File: src/rtl/sm4_pkg.sv
// SM4 shared constants and round-function helpers: S-box, FK/CK key-schedule
// constants, tau/L/L' and the block-mode encoding used by the SM4 engines.
package sm4_pkg;

  localparam int SM4_NUM_ROUNDS = 32;

  typedef enum logic [1:0] {
    SM4_ECB = 2'b00,
    SM4_CBC = 2'b01
  } sm4_mode_t;

  localparam logic [7:0] SBOX [256] = '{
    8'hd6, 8'h90, 8'he9, 8'hfe, 8'hcc, 8'he1, 8'h3d, 8'hb7, 8'h16, 8'hb6, 8'h14, 8'hc2, 8'h28, 8'hfb, 8'h2c, 8'h05,
    8'h2b, 8'h67, 8'h9a, 8'h76, 8'h2a, 8'hbe, 8'h04, 8'hc3, 8'haa, 8'h44, 8'h13, 8'h26, 8'h49, 8'h86, 8'h06, 8'h99,
    8'h9c, 8'h42, 8'h50, 8'hf4, 8'h91, 8'hef, 8'h98, 8'h7a, 8'h33, 8'h54, 8'h0b, 8'h43, 8'hed, 8'hcf, 8'hac, 8'h62,
    8'he4, 8'hb3, 8'h1c, 8'ha9, 8'hc9, 8'h08, 8'he8, 8'h95, 8'h80, 8'hdf, 8'h94, 8'hfa, 8'h75, 8'h8f, 8'h3f, 8'ha6,
    8'h47, 8'h07, 8'ha7, 8'hfc, 8'hf3, 8'h73, 8'h17, 8'hba, 8'h83, 8'h59, 8'h3c, 8'h19, 8'he6, 8'h85, 8'h4f, 8'ha8,
    8'h68, 8'h6b, 8'h81, 8'hb2, 8'h71, 8'h64, 8'hda, 8'h8b, 8'hf8, 8'heb, 8'h0f, 8'h4b, 8'h70, 8'h56, 8'h9d, 8'h35,
    8'h1e, 8'h24, 8'h0e, 8'h5e, 8'h63, 8'h58, 8'hd1, 8'ha2, 8'h25, 8'h22, 8'h7c, 8'h3b, 8'h01, 8'h21, 8'h78, 8'h87,
    8'hd4, 8'h00, 8'h46, 8'h57, 8'h9f, 8'hd3, 8'h27, 8'h52, 8'h4c, 8'h36, 8'h02, 8'he7, 8'ha0, 8'hc4, 8'hc8, 8'h9e,
    8'hea, 8'hbf, 8'h8a, 8'hd2, 8'h40, 8'hc7, 8'h38, 8'hb5, 8'ha3, 8'hf7, 8'hf2, 8'hce, 8'hf9, 8'h61, 8'h15, 8'ha1,
    8'he0, 8'hae, 8'h5d, 8'ha4, 8'h9b, 8'h34, 8'h1a, 8'h55, 8'had, 8'h93, 8'h32, 8'h30, 8'hf5, 8'h8c, 8'hb1, 8'he3,
    8'h1d, 8'hf6, 8'he2, 8'h2e, 8'h82, 8'h66, 8'hca, 8'h60, 8'hc0, 8'h29, 8'h23, 8'hab, 8'h0d, 8'h53, 8'h4e, 8'h6f,
    8'hd5, 8'hdb, 8'h37, 8'h45, 8'hde, 8'hfd, 8'h8e, 8'h2f, 8'h03, 8'hff, 8'h6a, 8'h72, 8'h6d, 8'h6c, 8'h5b, 8'h51,
    8'h8d, 8'h1b, 8'haf, 8'h92, 8'hbb, 8'hdd, 8'hbc, 8'h7f, 8'h11, 8'hd9, 8'h5c, 8'h41, 8'h1f, 8'h10, 8'h5a, 8'hd8,
    8'h0a, 8'hc1, 8'h31, 8'h88, 8'ha5, 8'hcd, 8'h7b, 8'hbd, 8'h2d, 8'h74, 8'hd0, 8'h12, 8'hb8, 8'he5, 8'hb4, 8'hb0,
    8'h89, 8'h69, 8'h97, 8'h4a, 8'h0c, 8'h96, 8'h77, 8'h7e, 8'h65, 8'hb9, 8'hf1, 8'h09, 8'hc5, 8'h6e, 8'hc6, 8'h84,
    8'h18, 8'hf0, 8'h7d, 8'hec, 8'h3a, 8'hdc, 8'h4d, 8'h20, 8'h79, 8'hee, 8'h5f, 8'h3e, 8'hd7, 8'hcb, 8'h39, 8'h48
  };

  localparam logic [31:0] FK [4] = '{32'ha3b1bac6, 32'h56aa3350, 32'h677d9197, 32'hb27022dc};

  localparam logic [31:0] CK [32] = '{
    32'h00070e15, 32'h1c232a31, 32'h383f464d, 32'h545b6269,
    32'h70777e85, 32'h8c939aa1, 32'ha8afb6bd, 32'hc4cbd2d9,
    32'he0e7eef5, 32'hfc030a11, 32'h181f262d, 32'h343b4249,
    32'h50575e65, 32'h6c737a81, 32'h888f969d, 32'ha4abb2b9,
    32'hc0c7ced5, 32'hdce3eaf1, 32'hf8ff060d, 32'h141b2229,
    32'h30373e45, 32'h4c535a61, 32'h686f767d, 32'h848b9299,
    32'ha0a7aeb5, 32'hbcc3cad1, 32'hd8dfe6ed, 32'hf4fb0209,
    32'h10171e25, 32'h2c333a41, 32'h484f565d, 32'h646b7279
  };

  function automatic logic [31:0] sm4_rotl32(input logic [31:0] x, input logic [4:0] n);
    return (x << n) | (x >> (6'd32 - {1'b0, n}));
  endfunction

  function automatic logic [31:0] sm4_tau(input logic [31:0] x);
    return {SBOX[x[31:24]], SBOX[x[23:16]], SBOX[x[15:8]], SBOX[x[7:0]]};
  endfunction

  function automatic logic [31:0] sm4_l(input logic [31:0] b);
    return b ^ sm4_rotl32(b, 5'd2) ^ sm4_rotl32(b, 5'd10) ^ sm4_rotl32(b, 5'd18) ^ sm4_rotl32(b, 5'd24);
  endfunction

  function automatic logic [31:0] sm4_l_key(input logic [31:0] b);
    return b ^ sm4_rotl32(b, 5'd13) ^ sm4_rotl32(b, 5'd23);
  endfunction

endpackage

File: src/rtl/sm4_t_func.sv
// SM4 mixer-substitution T (data rounds) or T' (key schedule), selected by
// KEY_MODE; purely combinational.
module sm4_t_func
  import sm4_pkg::*;
#(
  parameter bit KEY_MODE = 1'b0
) (
  input  logic [31:0] x,
  output logic [31:0] y
);

  logic [31:0] tau_s;

  assign tau_s = sm4_tau(x);

  generate
    if (KEY_MODE) begin : g_key
      assign y = sm4_l_key(tau_s);
    end else begin : g_data
      assign y = sm4_l(tau_s);
    end
  endgenerate

endmodule

File: src/rtl/sm4_decrypt_engine.sv
// Iterative SM4 ECB/CBC block decryptor: 32-cycle key expansion, 32 rounds with
// reversed round keys. Optional expanded-key reuse via SM4_DEC_KEY_CACHE_EN.
module sm4_decrypt_engine
  import sm4_pkg::*;
#(
  parameter int KEY_WIDTH  = 128,
  parameter int NUM_ROUNDS = 32
) (
  input  logic                 clk,
  input  logic                 rstn,
  input  logic                 start,
  output logic                 busy,
  output logic                 done,
  input  logic [KEY_WIDTH-1:0] key,
  input  logic [127:0]         iv,
  input  logic [127:0]         input_data,
  output logic [127:0]         output_data,
  input  logic [1:0]           mode,
  output logic                 error
);

  generate
    if (KEY_WIDTH != 128) begin : g_bad_key_width
      $error("sm4_decrypt_engine: KEY_WIDTH must be 128");
    end
    if (NUM_ROUNDS != SM4_NUM_ROUNDS) begin : g_bad_rounds
      $error("sm4_decrypt_engine: NUM_ROUNDS must be 32");
    end
  endgenerate

  typedef enum logic [2:0] {
    S_IDLE    = 3'd0,
    S_KEY_EXP = 3'd1,
    S_ROUND   = 3'd2,
    S_FINAL   = 3'd3,
    S_DONE    = 3'd4,
    S_ERROR   = 3'd5
  } state_t;

  state_t      state_q, state_d;
  logic [4:0]  cnt_q, cnt_d;
  logic [31:0] k_q [4];
  logic [31:0] k_d [4];
  logic [31:0] x_q [4];
  logic [31:0] x_d [4];
  logic [31:0] rk_q [32];
  logic [31:0] rk_d [32];
  logic [127:0] iv_q, iv_d;
  sm4_mode_t   mode_q, mode_d;
  logic        busy_q, busy_d;
  logic        done_q, done_d;
  logic        error_q, error_d;
  logic [127:0] out_q, out_d;

  logic [31:0] key_t_in_s, key_t_out_s, rk_new_s;
  logic [31:0] data_t_in_s, data_t_out_s, x_new_s;
  logic [127:0] plain_s;

`ifdef SM4_DEC_KEY_CACHE_EN
  logic [KEY_WIDTH-1:0] cache_key_q, cache_key_d;
  logic                 key_valid_q, key_valid_d;
  logic                 cache_hit_s;

  assign cache_hit_s = key_valid_q && (key == cache_key_q);
`endif

  assign key_t_in_s  = k_q[1] ^ k_q[2] ^ k_q[3] ^ CK[cnt_q];
  // Decryption walks the round-key file backwards: rk31 first.
  assign data_t_in_s = x_q[1] ^ x_q[2] ^ x_q[3] ^ rk_q[5'd31 - cnt_q];

  sm4_t_func #(.KEY_MODE(1'b1)) u_t_key (
    .x(key_t_in_s),
    .y(key_t_out_s)
  );

  sm4_t_func #(.KEY_MODE(1'b0)) u_t_data (
    .x(data_t_in_s),
    .y(data_t_out_s)
  );

  assign rk_new_s = k_q[0] ^ key_t_out_s;
  assign x_new_s  = x_q[0] ^ data_t_out_s;
  assign plain_s  = {x_q[3], x_q[2], x_q[1], x_q[0]};

  // Next-state, datapath and registered-output computation.
  always_comb begin
    state_d = state_q;
    cnt_d   = cnt_q;
    k_d     = k_q;
    x_d     = x_q;
    rk_d    = rk_q;
    iv_d    = iv_q;
    mode_d  = mode_q;
    busy_d  = busy_q;
    done_d  = 1'b0;
    error_d = error_q;
    out_d   = out_q;
`ifdef SM4_DEC_KEY_CACHE_EN
    cache_key_d = cache_key_q;
    key_valid_d = key_valid_q;
`endif
    case (state_q)
      S_IDLE, S_ERROR: begin
        if (start) begin
          if (mode[1]) begin
            state_d = S_ERROR;
            error_d = 1'b1;
            busy_d  = 1'b0;
          end else begin
            error_d = 1'b0;
            busy_d  = 1'b1;
            cnt_d   = 5'd0;
            iv_d    = iv;
            mode_d  = mode[0] ? SM4_CBC : SM4_ECB;
            x_d[0]  = input_data[127:96];
            x_d[1]  = input_data[95:64];
            x_d[2]  = input_data[63:32];
            x_d[3]  = input_data[31:0];
            k_d[0]  = key[127:96] ^ FK[0];
            k_d[1]  = key[95:64]  ^ FK[1];
            k_d[2]  = key[63:32]  ^ FK[2];
            k_d[3]  = key[31:0]   ^ FK[3];
`ifdef SM4_DEC_KEY_CACHE_EN
            // The round-key file is rewritten from here on, so the cache
            // stays invalid until this expansion completes.
            if (cache_hit_s) begin
              state_d = S_ROUND;
            end else begin
              state_d     = S_KEY_EXP;
              cache_key_d = key;
              key_valid_d = 1'b0;
            end
`else
            state_d = S_KEY_EXP;
`endif
          end
        end else begin
          state_d = state_q;
        end
      end
      S_KEY_EXP: begin
        rk_d[cnt_q] = rk_new_s;
        k_d[0]      = k_q[1];
        k_d[1]      = k_q[2];
        k_d[2]      = k_q[3];
        k_d[3]      = rk_new_s;
        cnt_d       = cnt_q + 5'd1;
        if (cnt_q == 5'd31) begin
          state_d = S_ROUND;
`ifdef SM4_DEC_KEY_CACHE_EN
          key_valid_d = 1'b1;
`endif
        end else begin
          state_d = S_KEY_EXP;
        end
      end
      S_ROUND: begin
        x_d[0] = x_q[1];
        x_d[1] = x_q[2];
        x_d[2] = x_q[3];
        x_d[3] = x_new_s;
        cnt_d  = cnt_q + 5'd1;
        if (cnt_q == 5'd31) begin
          state_d = S_FINAL;
        end else begin
          state_d = S_ROUND;
        end
      end
      S_FINAL: begin
        out_d   = (mode_q == SM4_CBC) ? (plain_s ^ iv_q) : plain_s;
        done_d  = 1'b1;
        state_d = S_DONE;
      end
      S_DONE: begin
        busy_d  = 1'b0;
        state_d = S_IDLE;
      end
      default: begin
        busy_d  = 1'b0;
        error_d = 1'b0;
        state_d = S_IDLE;
      end
    endcase
  end

  // State, datapath and output registers with asynchronous clear.
  always_ff @(posedge clk or negedge rstn) begin
    if (!rstn) begin
      state_q <= S_IDLE;
      cnt_q   <= 5'd0;
      iv_q    <= 128'h0;
      mode_q  <= SM4_ECB;
      busy_q  <= 1'b0;
      done_q  <= 1'b0;
      error_q <= 1'b0;
      out_q   <= 128'h0;
      for (int i = 0; i < 4; i++) begin
        k_q[i] <= 32'h0;
        x_q[i] <= 32'h0;
      end
      for (int i = 0; i < 32; i++) begin
        rk_q[i] <= 32'h0;
      end
`ifdef SM4_DEC_KEY_CACHE_EN
      cache_key_q <= '0;
      key_valid_q <= 1'b0;
`endif
    end else begin
      state_q <= state_d;
      cnt_q   <= cnt_d;
      iv_q    <= iv_d;
      mode_q  <= mode_d;
      busy_q  <= busy_d;
      done_q  <= done_d;
      error_q <= error_d;
      out_q   <= out_d;
      k_q     <= k_d;
      x_q     <= x_d;
      rk_q    <= rk_d;
`ifdef SM4_DEC_KEY_CACHE_EN
      cache_key_q <= cache_key_d;
      key_valid_q <= key_valid_d;
`endif
    end
  end

  assign busy        = busy_q;
  assign done        = done_q;
  assign error       = error_q;
  assign output_data = out_q;

endmodule

File: config.mk
export PLATFORM = sky130hd
export DESIGN_NAME = sm4_decrypt_engine
export DESIGN_NICKNAME = d
export VERILOG_FILES = /design/src/rtl/sm4_pkg.sv /design/src/rtl/sm4_t_func.sv /design/src/rtl/sm4_decrypt_engine.sv
export SDC_FILE = /design/constraint.sdc
export NUM_CORES = 2
export LEC_CHECK = 0
export CAP_MARGIN = 20
export CORE_MARGIN = 10
export CORE_UTILIZATION = 45
export CTS_BUF_LIST = sky130_fd_sc_hd__clkbuf_2
export DETAILED_ROUTE_END_ITERATION = 10
export PLACE_DENSITY = 0.65
export SLEW_MARGIN = 20
export SYNTH_ARGS = -nofsm -noshare
export SYNTH_HDL_FRONTEND = slang
export SYNTH_HIERARCHICAL = 1
export SYNTH_SLANG_ARGS = --single-unit
File: constraint.sdc
create_clock -name clk -period 5.1 [get_ports clk]
set_input_delay 1.53 -clock clk [delete_from_list [all_inputs] [get_ports clk]]
set_output_delay 1.53 -clock clk [all_outputs]
set_load 0.01 [all_outputs]
==> out/summary.txt <==
post-detail-place hpwl: 375 mm
Min-Delay Path Class: primary input to flip-flop
crit path kind: flip-flop to flip-flop
first-pass GRT wire length: 743 mm
pin count of the biggest net entering global routing: 160
start point of the critical path: cnt_q[0]$_DFFE_PN0P_
share of layout cells above drive strength 1: 0.249
die span in y: 493 µm
post-synthesis sequential area ratio: 0.385
fin crit share: 1.13
# rows: 173
Yosys top cell by area: dfrtp_1
Mapped Nets: 12700
number of synthesized register bits: 1548
Slew HR: 0.190
RSZ-0062 raised after global routing: true
Clock Sinks: 1548
top_reg_cell synth: dfrtp_1
clk buf depth: 4
Core ar.: 222000 µm²
final setup skew: 0.365 ns
Final Instance Area: 131000 µm²
Crit path required time: 6.75 ns
H-tree levels: 5
initial antenna violation count: 25
final instance count without filler cells: 17500
critical path startpoint category: flip-flop
Async SR Flop Fraction: 1.00
cells after synthesis: 12200
vias per inst: 6.36
DR iter-0 viols: 14200
max-slew violation count: 0
CTS tree: built
fmax: 174 MHz
buffers added on ports: 519
Nets: 14700
clock-pin slew on the worst setup and hold paths: 0.11 ns
maxcap violations: 0
Distinct cells, synth: 121
reg2reg start: cnt_q[0]$_DFFE_PN0P_
Least-Margin Pin Slew: 1.22 ns
Die Width: 493 µm
P&R area growth vs syn: 30.6%
clk root buf: clkbuf_2
Residual DRC: 0
final hold vios: 0
post-synth top area share: 0.385
routed length per instance: 29.3 µm
Crit Path Max Fanout: 10
Mapped Area: 101000 µm²
global route total overflow: 0
worst setup margin: -0.663 ns
warnings from Yosys: 6
CP Capture Type: flip-flop
drt total wl: 513 mm
RD Place Congestion: 1.09
outcome: complete, but fails checks
Post-Syn Area per Cell: 8.28 µm²
Area contributors post-synth: dfrtp_1 (38%), nand2_1 (6.3%), o21ai_0 (5.9%), mux2i_1 (5.6%), a21oi_1 (4.9%)
vias in the first global route: 110000
Hold Startpoint: iv[85]
I/O pin total: 520
worst skew pair latency: 2.05 ns
1st-pass router iterations: 7
Initial Util: 0.453
Area after DPL: 125000 µm²
vias: 111000
failing checks: setup timing
Post-synth EDFFs: 0
DRT antenna net count: 0
GRT Util Overall: 0.402
Num CTS Buffers: 408
Inst Count DP: 16700
fin crit period: 5.76 ns
Filler cells: 19700
Critical Path AT: 7.41 ns
hold slack: 0.157 ns
Die ar.: 243000 µm²
Final setup viols: 414
## cells by family (layout without fill, tap and decap cells)
group / Yosys count / count (layout) / share of synthesized area
adder cells (fa/ha/maj): 118 / 118 / 0.0146
XOR/XNOR: 536 / 536 / 0.0508
AND/OR/NAND/NOR: 4067 / 4067 / 0.178
other: 0 / 20 / 0
multiplexers: 625 / 625 / 0.0678
flip-flops: 1548 / 1548 / 0.385
buffers and inverters: 1329 / 3679 / 0.0594
AO/OA/AOI/OAI: 3935 / 3935 / 0.244
## path summary, 6_finish.rpt
path	cells after the start	to	slack, ns
max	25	plain_s[121]$_DFFE_PN0P_	-0.66
min	3	iv_q[85]$_DFFE_PN0P_	0.16
max reg2reg	25	plain_s[121]$_DFFE_PN0P_	-0.66
min reg2reg	2	iv_q[36]$_DFFE_PN0P_	0.48
max in group asynchronous	3	rk_q[329]$_DFFE_PN0P_	3.36
min in group asynchronous	2	rk_q[239]$_DFFE_PN0P_	0.22
## per-stage QoR
step / setup slack, ns / TNS [ns] / utilization
floorplan: -0.00490 / -0.00490 / -
CTS: -0.528 / -184.33 / 0.586
detailed placement: -1.57 / -213.76 / 0.562
finish: -0.663 / -47.35 / 0.591
global placement: -1.50 / -192.77 / 0.562
global route: -0.770 / -129.02 / 0.591
## flip-flops by register name (all words and copies together) (netlist names)
register     flops
rk_q          1024
iv_q           128
k_q            128
output_data    128
plain_s        128
cnt_q            5
state_q          3
busy             1
done             1
error            1
mode_q           1
## synthesized netlist by cell type, types with 35 or more instances
| cell type | instances |
|---|---|
| a2111oi_0 | 40 |
| a211o_1 | 35 |
| a211oi_1 | 121 |
| a21oi_1 | 983 |
| a221oi_1 | 55 |
| a311oi_1 | 107 |
| a31oi_1 | 129 |
| and2_1 | 49 |
| and3_1 | 52 |
| buf_1 | 76 |
| buf_2 | 487 |
| buf_4 | 44 |
| clkbuf_1 | 603 |
| dfrtp_1 | 1548 |
| ha_1 | 117 |
| inv_1 | 69 |
| mux2i_1 | 565 |
| mux4_2 | 43 |
| nand2_1 | 1695 |
| nand2b_1 | 174 |
| nand3_1 | 203 |
| nand4_1 | 57 |
| nor2_1 | 1227 |
| nor2b_1 | 168 |
| nor3_1 | 191 |
| o211ai_1 | 138 |
| o21ai_0 | 1185 |
| o21ai_1 | 45 |
| o221a_2 | 73 |
| o221ai_1 | 41 |
| o22ai_1 | 467 |
| o311ai_0 | 81 |
| o31ai_1 | 58 |
| or2_2 | 41 |
| or3_1 | 35 |
| xnor2_1 | 260 |
| xor2_1 | 242 |
## per-layer routing
metal,track usage,share of wire,vias up
met5,0,0.00017,-
met4,0.253,0.077,12
met3,0.0922,0.10,1845
met2,0.617,0.44,7554
met1,0.511,0.38,54000
li1,-,-,47800
## area by class of cell
| class | instances | area [µm²] | share of cell area |
|---|---|---|---|
| diodes | 20 | 50.0 | 0.000381 |
| clock buffers | 581 | 2910 | 0.0221 |
| clock inverters | 106 | 598 | 0.00455 |
| inverters | 91 | 348 | 0.00265 |
| multi-input cells | 9281 | 58600 | 0.446 |
| flip-flops and latches | 1548 | 38700 | 0.295 |
| well taps | 2975 | 3720 | 0.0283 |
| repair buffers | 2901 | 26500 | 0.202 |
## critical path, stage by stage, from the launching register on
cell and delay, ns:
dfrtp_4 0.54, buf_12 0.18, buf_16 0.16, mux2i_2 0.18, o22ai_1 0.12, o21ai_1 0.18
nand4_1 0.59, buf_4 0.40, xnor2_4 0.25, buf_4 0.18, buf_16 0.12, and2b_1 0.16
buf_6 0.16, buf_4 0.12, o21ai_0 0.08, a32oi_1 0.25, a31oi_1 0.16, buf_4 0.18
a32o_2 0.25, buf_12 0.15, xnor2_2 0.21, buf_4 0.15, xnor3_1 0.41, xor2_1 0.18
o22ai_1 0.13, nor2_1 0.07
## what timing repair did
| item | CTS | global route |
|---|---|---|
| setup buffers | 35 | 23 |
| setup endpoints to repair | 975 | 1087 |
| endpoints found under the hold margin | 196 | 0 |
| pin swaps | 63 | 42 |
| gates resized for setup | 302 | 144 |
| cloned | 8 | 6 |
| hold buffers | 4 | 0 |
## layout by cell type, fill, tap and decap left out, drive strengths merged, types with 139 or more instances in the layout
cell type      instances
buf                 2366
nand2               1699
dfrtp               1548
nor2                1240
o21ai               1230
a21oi                984
clkbuf               588
mux2i                567
clkdlybuf4s50        518
o22ai                467
xnor2                267
xor2                 245
nand3                209
nor3                 199
nand2b               176
nor2b                171
o211ai               139
Power is left out: the tool's default activity adds up to more than one toggle a clock period on the data nets, which glitch-free logic cannot reach.
